`src/rtl/axi2ahb_wdata.sv`:
```
// AXI-to-AHB bridge write path: buffers W beats, drives HWDATA/HWSTRB
// in controller-scheduled data phases and returns the AXI B response.
module axi2ahb_wdata #(
  parameter int AXI_ID_WIDTH   = 1,
  parameter int AXI_DATA_WIDTH = 32,
  parameter int FIFO_DEPTH     = 2
) (
  input  logic                        ACLK,
  input  logic                        ARESETN,
  input  logic [AXI_DATA_WIDTH-1:0]   WDATA,
  input  logic [AXI_DATA_WIDTH/8-1:0] WSTRB,
  input  logic                        WLAST,
  input  logic                        WVALID,
  output logic                        WREADY,
  output logic [AXI_ID_WIDTH-1:0]     BID,
  output logic [1:0]                  BRESP,
  output logic                        BVALID,
  input  logic                        BREADY,
  output logic [AXI_DATA_WIDTH-1:0]   HWDATA,
  output logic [AXI_DATA_WIDTH/8-1:0] HWSTRB,
  input  logic                        HREADY,
  input  logic                        HRESP,
  input  logic [AXI_ID_WIDTH-1:0]     cmd_id,
  input  logic                        ctrl_wdata_ready,
  output logic                        ctrl_wdata_valid,
  output logic                        ctrl_wdata_last
);

  localparam int SW = AXI_DATA_WIDTH / 8;
  localparam int PW = $clog2(FIFO_DEPTH);
  localparam int CW = PW + 1;
  localparam int EW = AXI_DATA_WIDTH + SW + 1;
  localparam logic [CW-1:0] FULL_CNT = CW'(FIFO_DEPTH);

  typedef enum logic [1:0] {
    IDLE,
    BURST,
    LAST_DP,
    RESP
  } state_e;

  logic [EW-1:0] mem_q [FIFO_DEPTH];
  logic [PW-1:0] wptr_q, wptr_d;
  logic [PW-1:0] rptr_q, rptr_d;
  logic [CW-1:0] cnt_q, cnt_d;
  state_e        state_q, state_d;
  logic          dp_q, dp_d;
  logic          err_q, err_d;
  logic [AXI_ID_WIDTH-1:0]   bid_q, bid_d;
  logic [1:0]                bresp_q, bresp_d;
  logic [AXI_DATA_WIDTH-1:0] hwdata_q, hwdata_d;
  logic [SW-1:0]             hwstrb_q, hwstrb_d;

  logic          full, empty, push, pop, done, head_last;
  logic [EW-1:0] head;

  assign head      = mem_q[rptr_q];
  assign head_last = head[0];
  assign full      = (cnt_q == FULL_CNT);
  assign empty     = (cnt_q == '0);

  // No pop-through: a full FIFO refuses W even while popping.
  assign WREADY = ARESETN && !full;
  assign push   = WVALID && WREADY;
  assign pop    = ctrl_wdata_ready && ctrl_wdata_valid;
  assign done   = dp_q && HREADY;

  assign ctrl_wdata_valid = !empty &&
    (state_q == IDLE || state_q == BURST);
  assign ctrl_wdata_last  = ctrl_wdata_valid && head_last;

  assign BVALID = (state_q == RESP);
  assign BID    = bid_q;
  assign BRESP  = bresp_q;
  assign HWDATA = hwdata_q;
  assign HWSTRB = hwstrb_q;

  always_ff @(posedge ACLK) begin
    if (push) mem_q[wptr_q] <= {WDATA, WSTRB, WLAST};
  end

  always_comb begin
    wptr_d   = wptr_q;
    rptr_d   = rptr_q;
    cnt_d    = cnt_q;
    dp_d     = dp_q;
    err_d    = err_q;
    hwdata_d = hwdata_q;
    hwstrb_d = hwstrb_q;
    case ({push, pop})
      2'b10:   cnt_d = cnt_q + CW'(1);
      2'b01:   cnt_d = cnt_q - CW'(1);
      default: cnt_d = cnt_q;
    endcase
    if (push) wptr_d = wptr_q + PW'(1);
    if (pop) begin
      rptr_d   = rptr_q + PW'(1);
      hwdata_d = head[EW-1 -: AXI_DATA_WIDTH];
      hwstrb_d = head[SW:1];
      dp_d     = 1'b1;
    end else if (done) begin
      dp_d = 1'b0;
    end
    if (done && HRESP) err_d = 1'b1;
    if (BVALID && BREADY) err_d = 1'b0;
  end

  always_comb begin
    state_d = state_q;
    bid_d   = bid_q;
    bresp_d = bresp_q;
    case (state_q)
      IDLE: begin
        if (pop) begin
          bid_d   = cmd_id;
          state_d = head_last ? LAST_DP : BURST;
        end
      end
      BURST: begin
        if (pop && head_last) state_d = LAST_DP;
      end
      LAST_DP: begin
        if (done) begin
          state_d = RESP;
          bresp_d = (err_q || HRESP) ? 2'b10 : 2'b00;
        end
      end
      RESP: begin
        if (BREADY) state_d = IDLE;
      end
      default: state_d = IDLE;
    endcase
  end

  always_ff @(posedge ACLK) begin
    if (!ARESETN) begin
      wptr_q   <= '0;
      rptr_q   <= '0;
      cnt_q    <= '0;
      state_q  <= IDLE;
      dp_q     <= 1'b0;
      err_q    <= 1'b0;
      bid_q    <= '0;
      bresp_q  <= 2'b00;
      hwdata_q <= '0;
      hwstrb_q <= '0;
    end else begin
      wptr_q   <= wptr_d;
      rptr_q   <= rptr_d;
      cnt_q    <= cnt_d;
      state_q  <= state_d;
      dp_q     <= dp_d;
      err_q    <= err_d;
      bid_q    <= bid_d;
      bresp_q  <= bresp_d;
      hwdata_q <= hwdata_d;
      hwstrb_q <= hwstrb_d;
    end
  end

endmodule

```
`config.mk`:
```
export PLATFORM = sky130hd
export DESIGN_NAME = axi2ahb_wdata
export DESIGN_NICKNAME = d
export VERILOG_FILES = /design/src/rtl/axi2ahb_wdata.sv
export SDC_FILE = /design/constraint.sdc
export NUM_CORES = 1
export LEC_CHECK = 0
export BUFFER_PORTS_ARGS = -buffer_cell sky130_fd_sc_hd__buf_4
export CORE_MARGIN = 1
export CORE_UTILIZATION = 59
export CTS_CLUSTER_DIAMETER = 60
export DETAILED_ROUTE_END_ITERATION = 12
export HOLD_SLACK_MARGIN = 0.02
export MAX_ROUTING_LAYER = met4
export PLACE_DENSITY = 0.92
export SLEW_MARGIN = 20
export SYNTH_ARGS = -nofsm -noshare
export SYNTH_HDL_FRONTEND = slang
export SYNTH_SLANG_ARGS = --single-unit
```
`constraint.sdc`:
```
create_clock -name ACLK -period 7.7 [get_ports ACLK]
set_clock_uncertainty 0.2 [all_clocks]
set_input_delay 0.385 -clock ACLK [delete_from_list [all_inputs] [get_ports ACLK]]
set_output_delay 0.385 -clock ACLK [all_outputs]
set_load 0.02 [all_outputs]
```
==> results of run 1 <==
-- layout by cell type (no fill, tap or decap), types with 2 or more instances in the layout --
cell type and n:
buf_4 87, edfxtp_1 74, dfxtp_1 46, nand2_1 45
dlygate4sd3_1 42, mux2i_1 39, o211a_1 36, clkbuf_16 16
ha_1 5, bufinv_16 5, and2_1 4, inv_1 3
o21a_1 3, nor2b_1 3, o211ai_1 2, xnor2_1 2
o21ai_0 2, a21boi_0 2, nor2_1 2, a21oi_1 2
nand3_1 2, clkbuf_8 2, clkinv_2 2, clkbuf_1 2
clkinvlp_4 2
-- per-stage QoR --
stage          cell area, sq um  setup slack, ps  hold slack, ps
6_report                   6270             4840             179
5_1_grt                    6270             4630             183
4_1_cts                    6250             4880             150
3_5_place_dp               5190             4940             283
3_3_place_gp               5190             5080             256
2_1_floorplan              4540             4760             252
-- area by class of cell --
cell class / count / area, sq um / share of cell area [%]
Sequential cell: 121 / 3160 / 50.5
Multi-Input combinational cell: 161 / 1240 / 19.8
Timing Repair Buffer: 130 / 1090 / 17.4
Clock buffer: 20 / 435 / 6.95
Clock inverter: 12 / 196 / 3.13
Tap cell: 99 / 124 / 1.98
Inverter: 3 / 11.3 / 0.180
-- final timing paths --
path,end,slack [ps],depth (start not counted)
setup / recovery,cnt_q[1]$_SDFFE_PN0P_,4840,6
hold / removal,HWSTRB[0]$_SDFFE_PN0P_,180,2
setup reg to reg,cnt_q[1]$_SDFFE_PN0P_,4840,6
hold reg to reg,BID$_SDFFE_PN0P_,280,2
-- power by group --
part	total (mW)	switching [mW]	internal (mW)
Combinational	0.547	0.307	0.240
Clock	0.858	0.292	0.566
Sequential	0.860	0.0723	0.788
Total	2.27	0.671	1.59
-- critical path: stages, from the launching register on --
cell	delay [ps]
dfxtp_1	340
inv_1	110
ha_1	340
o221a_4	810
ha_1	410
or3_1	380
a21boi_0	170
-- layer usage --
metal  up-vias  wire, microns  track usage [%]
met4         0            371             12.4
li1       1388              -                -
met2       177           6130             51.5
met1      1585           4520             34.3
met3        39            684             7.70
met5         -              0                -
-- sequential cells by signal, summed over array words and instances (netlist names), named ones only --
| name | count |
|---|---|
| state_q | 2 |
| HWSTRB | 4 |
| mem_q | 74 |
| wptr_q | 1 |
| BRESP | 1 |
| rptr_q | 1 |
| cnt_q | 2 |
| err_q | 1 |
| BID | 1 |
| dp_q | 1 |
| HWDATA | 32 |
-- kinds of logic after synthesis --
logic type | Yosys count | share of synthesized area [%]
DFF | 121 | 69.7
and+or+nand+nor | 60 | 5.57
AOI/OAI and AO/OA | 52 | 10.7
muxes | 40 | 8.85
buffers and inverters | 24 | 3.12
adders and majority gates | 5 | 1.38
xor gates and xnor gates | 3 | 0.579
other | 1 | 0.0826
==> metrics, run 1 <==
Vias/cell=5.84; TritonCTS clock tree=done; TNS Setup=0 ps; largest net degree at the start of global routing=78; Max-Cap Viols=0; worst slew pin tran=924 ps; Crit path required time=7940 ps; relative max-transition margin=38.4%; Initial Util=61.9%; die area=8050 sq um; Fill cells=297; row count=31; Post-CTS Setup Bufs=0; # DRC=0; Synth area leader=edfxtp_1; origin of the critical flop-to-flop path=state_q[1]$_SDFFE_PN0P_; most common cell in the synthesized netlist=edfxtp_1; Seq/Total Area, Yosys=69.7%; P per Cell Area=361 nW/um^2; post-DR wirelength/cell=21.4 microns; DR vias=3189; post-cts resize count=0; initial antenna violation count=0; DP Cell Count=471; number of synthesized flops with an enable pin=74; final hold vios=0; Syn Area/Cell=14.8 sq um; pins over their slew limit=0; Peak Freq=350 MHz; share of the synthesized area in the top cell type=49.0%; status=completed; CTS Root Cell=clkbuf_8; antenna cells=0; Synth top cells by count=74 x edfxtp_1, 47 x dfxtp_1, 45 x nand2_1; share of cells above drive strength 1=27.5%; Mapped Area=4540 sq um; critical path fanouts, max=77; first-pass detailed-route iteration total=7; post-route ant nets=0; die width=89.7 microns; Initial DRC Count=241; Synth Flop Type=edfxtp_1; grt total ovfl=0; Sink Count=121; Worst Setup SP=state_q[1]$_SDFFE_PN0P_; Worst setup EP type=flip-flop; clk_lat worst skew=510 ps; Final GP Congestion=0.775; leakage=2.78 nW; Setup violations, final=0; Clk pin slew, worst setup/hold paths=60 ps; cts bufs inserted=17; synth warn=0; Top Ports=88; Tmin final=2860 ps; CTS Hold Bufs=42; Max Root-Sink Buffers=2; WL final=11700 microns; Distinct cells, synth=33; post-detail-place hpwl=5530 microns; number of buffers inserted by port buffering=86; Final Non-Filler Cells=546; H-Tree Depth=4; Finished Core Util=85.5%; Syn Nets=356; CP Launch Type=flip-flop; Yosys reg bits=121; vias in the first global route=3233; gr usage total=30.4%; Cells after Synth=306; largest cells by area after synthesis=edfxtp_1 49%, dfxtp_1 21%, mux2i_1 8.6%; global-route wire length before repair=17600 microns; kind of critical path=reg -> reg; Final Cycle Share=37.1%; Die Y-Extent=89.7 microns; CP Data Arrival Time=3100 ps; Async SR Flop Fraction=0%; CORE AREA=7330 sq um; Final nets=484; Total Power=2.27 mW; Peak VDD IR=0.251 mV; RSZ-0062 raised after global routing=no; HP Class=in -> reg; hold wc startpoint=ARESETN; area grow syn2layout=38.1%
Power figures use the tool's default switching activity.
==> inputs of run 2 (changes only) <==
--- a/config.mk
+++ b/config.mk
@@ -5,14 +5,15 @@
 export SDC_FILE = /design/constraint.sdc
 export NUM_CORES = 1
 export LEC_CHECK = 0
+export ABC_AREA = 1
 export BUFFER_PORTS_ARGS = -buffer_cell sky130_fd_sc_hd__buf_4
 export CORE_MARGIN = 1
-export CORE_UTILIZATION = 59
+export CORE_UTILIZATION = 54
 export CTS_CLUSTER_DIAMETER = 60
 export DETAILED_ROUTE_END_ITERATION = 12
 export HOLD_SLACK_MARGIN = 0.02
 export MAX_ROUTING_LAYER = met4
-export PLACE_DENSITY = 0.92
+export PLACE_DENSITY = 0.87
 export SLEW_MARGIN = 20
 export SYNTH_ARGS = -nofsm -noshare
 export SYNTH_HDL_FRONTEND = slang
==> constraint.sdc (replaced) <==
create_clock -name ACLK -period 2.78 [get_ports ACLK]
set_clock_uncertainty 0.2 [all_clocks]
set_input_delay 0.139 -clock ACLK [delete_from_list [all_inputs] [get_ports ACLK]]
set_output_delay 0.139 -clock ACLK [all_outputs]
set_load 0.02 [all_outputs]
==> run 2 against run 1 <==
Against the previous run:
- critical path type unchanged
- routed wire length shrank 9.4%
- register-to-register slack lost 4700 ps
- flip-flop and latch count unchanged
- synthesized cell count rose by 18%
- critical path depth increased by 3
- via count rose by 3.1%
- design area is 1.1% lower
- sequential share of layout area rose by 0.54 points
- maximum frequency is 7.0% higher
- combinational power grew to 2.9 times the previous value
- sequential power rose to 2.7 times the previous value
==> metrics, run 2 <==
Setup violations, final=0 (unchanged); commonest cells after routing, fill and taps aside=90 x buf_4, 86 x nand2_1, 74 x edfxtp_1; Max Root-Sink Buffers=2 (unchanged); critical path fanouts, max=6 (-92%); die area=8420 sq um (+4.6%); Worst Reg-to-Reg Cells=9 (+3); hold wc startpoint=WDATA[28]; largest cells by area after synthesis=edfxtp_1 51%, dfxtp_1 22%, nand2_1 7.4%; Fill cells=409 (+38%); crit path to=BID$_SDFFE_PN0P_; reg2reg setup slack=110 ps (-4730 ps); Final Cycle Share=96.0% (+59 points); post-cts resize count=0 (unchanged); Worst Setup SP=state_q[0]$_SDFFE_PN0P_; max reg flops=74 (unchanged); pins over their slew limit=0 (unchanged); CORE AREA=7770 sq um (+6.0%); Worst setup EP type=flip-flop; Die Y-Extent=91.8 microns (+2.3%); setup ws final=110 ps (-4730 ps); first-pass detailed-route iteration total=4 (-3); post-DR wirelength/cell=17.2 microns (-20%); share of the synthesized area in the top cell type=51.1% (+2.1 points); vias in the first global route=3529 (+9.2%); grt total ovfl=0 (unchanged); origin of the critical flop-to-flop path=state_q[0]$_SDFFE_PN0P_; row count=32 (+3.2%); Peak VDD IR=0.753 mV (+200%); WHS=147 ps (-32.4 ps); Distinct cells, synth=25 (-24%); DR vias=3288 (+3.1%); FF/Latch Area=3160 sq um (about the same); global-route wire length before repair=16900 microns (-4.2%); Top Ports=88 (unchanged); post-detail-place hpwl=5450 microns (-1.5%); Finished Core Util=79.8% (-5.7 points); kind of critical path=reg -> reg; Initial Util=56.0% (-5.9 points); RSZ-0062 raised after global routing=no; Async SR Flop Fraction=0% (unchanged); Sink Count=121 (unchanged); most common cell after layout, fill and taps aside=buf_4; status=completed; Syn Nets=410 (+15%); CP Launch Type=flip-flop; most flop-heavy register=mem_q; DP Cell Count=535 (+14%); synth warn=0 (unchanged); final hold vios=0 (unchanged); Syn Area/Cell=12.1 sq um (-19%); WL final=10600 microns (-9.4%); Final nets=551 (+14%); # DRC=0 (unchanged); Final Non-Filler Cells=616 (+13%); clk_lat worst skew=520 ps (about the same); number of buffers inserted by port buffering=86 (unchanged); Mapped Area=4350 sq um (-4.1%); most common cell in the synthesized netlist=nand2_1; Seq/Total Area, Yosys=72.7% (+3.0 points); die width=91.8 microns (+2.3%); Max-Cap Viols=0 (unchanged); Tmin final=2670 ps (-187 ps); Crit path required time=2980 ps (-4960 ps); leakage=2.50 nW (-9.9%); relative max-transition margin=55.5% (+17 points); Clk pin slew, worst setup/hold paths=60 ps (about the same); worst slew pin tran=667 ps (-257 ps); Yosys reg bits=121 (unchanged); Cells after Synth=360 (+18%); HP Class=in -> reg; Synth Flop Type=edfxtp_1; TritonCTS clock tree=done; worst flop-to-flop path endpoint=BID$_SDFFE_PN0P_; pre-CTS setup slack=559 ps (-4380 ps); number of synthesized flops with an enable pin=74 (unchanged); initial antenna violation count=0 (unchanged); share of cells above drive strength 1=25.5% (-2.0 points); Vias/cell=5.34 (-8.6%); gr usage total=27.8% (-2.6 points); Initial DRC Count=206 (-15%); H-Tree Depth=4 (unchanged); Final GP Congestion=0.913 (+18%); post-route ant nets=0 (unchanged); Peak Freq=375 MHz (+7.0%); CTS Root Cell=clkbuf_8; Synth area leader=edfxtp_1; area of the multi-input gates=1030 sq um (-17%); largest net degree at the start of global routing=73 (-6.4%); cts bufs inserted=17 (unchanged); P per Cell Area=995 nW/um^2 (+180%); Post-CTS Setup Bufs=0 (unchanged); antenna cells=0 (unchanged); CP Data Arrival Time=2870 ps (-230 ps); area grow syn2layout=42.5%; Synth top cells by count=86 x nand2_1, 74 x edfxtp_1, 47 x dfxtp_1
[run 2: cell types whose count changed after synthesis, moves of 8 or more]
cell	previous run	this run
a21oi_1	2	10
a31oi_1	1	36
mux2i_1	39	0
nand2_1	45	86
nor2_1	3	12
o211a_1	36	1
o21ai_0	2	29
o21ai_1	0	13
[run 2: stage by stage]
step | TNS [ps] | power, mW | area (sq um)
after detailed placement | 0 | 3.83 | 5100
after global placement | 0 | 3.74 | 5100
after global routing | 0 | 6.43 | 6200
after CTS | 0 | 6.14 | 6200
after floorplan | -35350 | 3.30 | 4350
final | 0 | 6.17 | 6200
[run 2: how the worst min path moves through the flow]
stage	cells past startpoint	slack, ps	end
after CTS	2	140	mem_q[1][32]$_DFFE_PP_
after floorplan	0	40	mem_q[0][0]$_DFFE_PP_
after global placement	1	120	mem_q[1][11]$_DFFE_PP_
after detailed placement	1	130	mem_q[1][11]$_DFFE_PP_
final	2	150	mem_q[1][33]$_DFFE_PP_
after global routing	2	130	mem_q[1][8]$_DFFE_PP_
[run 2: layout make-up]
| class | count | share of cell area (%) |
|---|---|---|
| flip-flops and latches | 121 | 51.0 |
| clock buffers | 20 | 7.02 |
| well taps | 102 | 2.06 |
| clock inverters | 12 | 2.81 |
| repair buffers | 141 | 19.5 |
| inverters | 14 | 0.929 |
| multi-input cells | 206 | 16.7 |
[run 2: cell families (layout without fill, tap and decap cells)]
group | Yosys count | after routing | synth area share, %
AOI/OAI and AO/OA | 89 | 89 | 11.4
xor gates and xnor gates | 2 | 2 | 0.403
adders and majority gates | 5 | 5 | 1.44
DFF | 121 | 121 | 72.7
buffers and inverters | 33 | 187 | 3.85
and+or+nand+nor | 109 | 109 | 10.1
other | 1 | 1 | 0.0862
[run 2: worst max-delay path, cell delays in order, from the launching register on]
cell and delay (ps):
dfxtp_1 340, inv_1 100, ha_1 260, inv_2 90
nand2_2 100, nand3_4 110, nor3_1 180, dlygate4sd3_1 570
nor2_1 40, dlygate4sd3_1 570
[run 2: power breakdown]
part           internal [mW]  switching, mW
clock network           1.47          0.768
logic                  0.595          0.967
registers               2.18          0.181
total                   4.25           1.92
[run 2: layer usage]
layer | track usage (%) | vias up | part of all wire, %
met4 | 13.9 | 0 | 2.5
met3 | 6.88 | 24 | 5.8
met1 | 29.6 | 1560 | 37
li1 | - | 1558 | -
met5 | - | - | 0
met2 | 48.3 | 146 | 54
[run 2: what timing repair did]
action	4_1_cts	5_1_grt
hold buffers	49	0
hold endpoints to repair	104	0
endpoints found under the setup margin	0	0
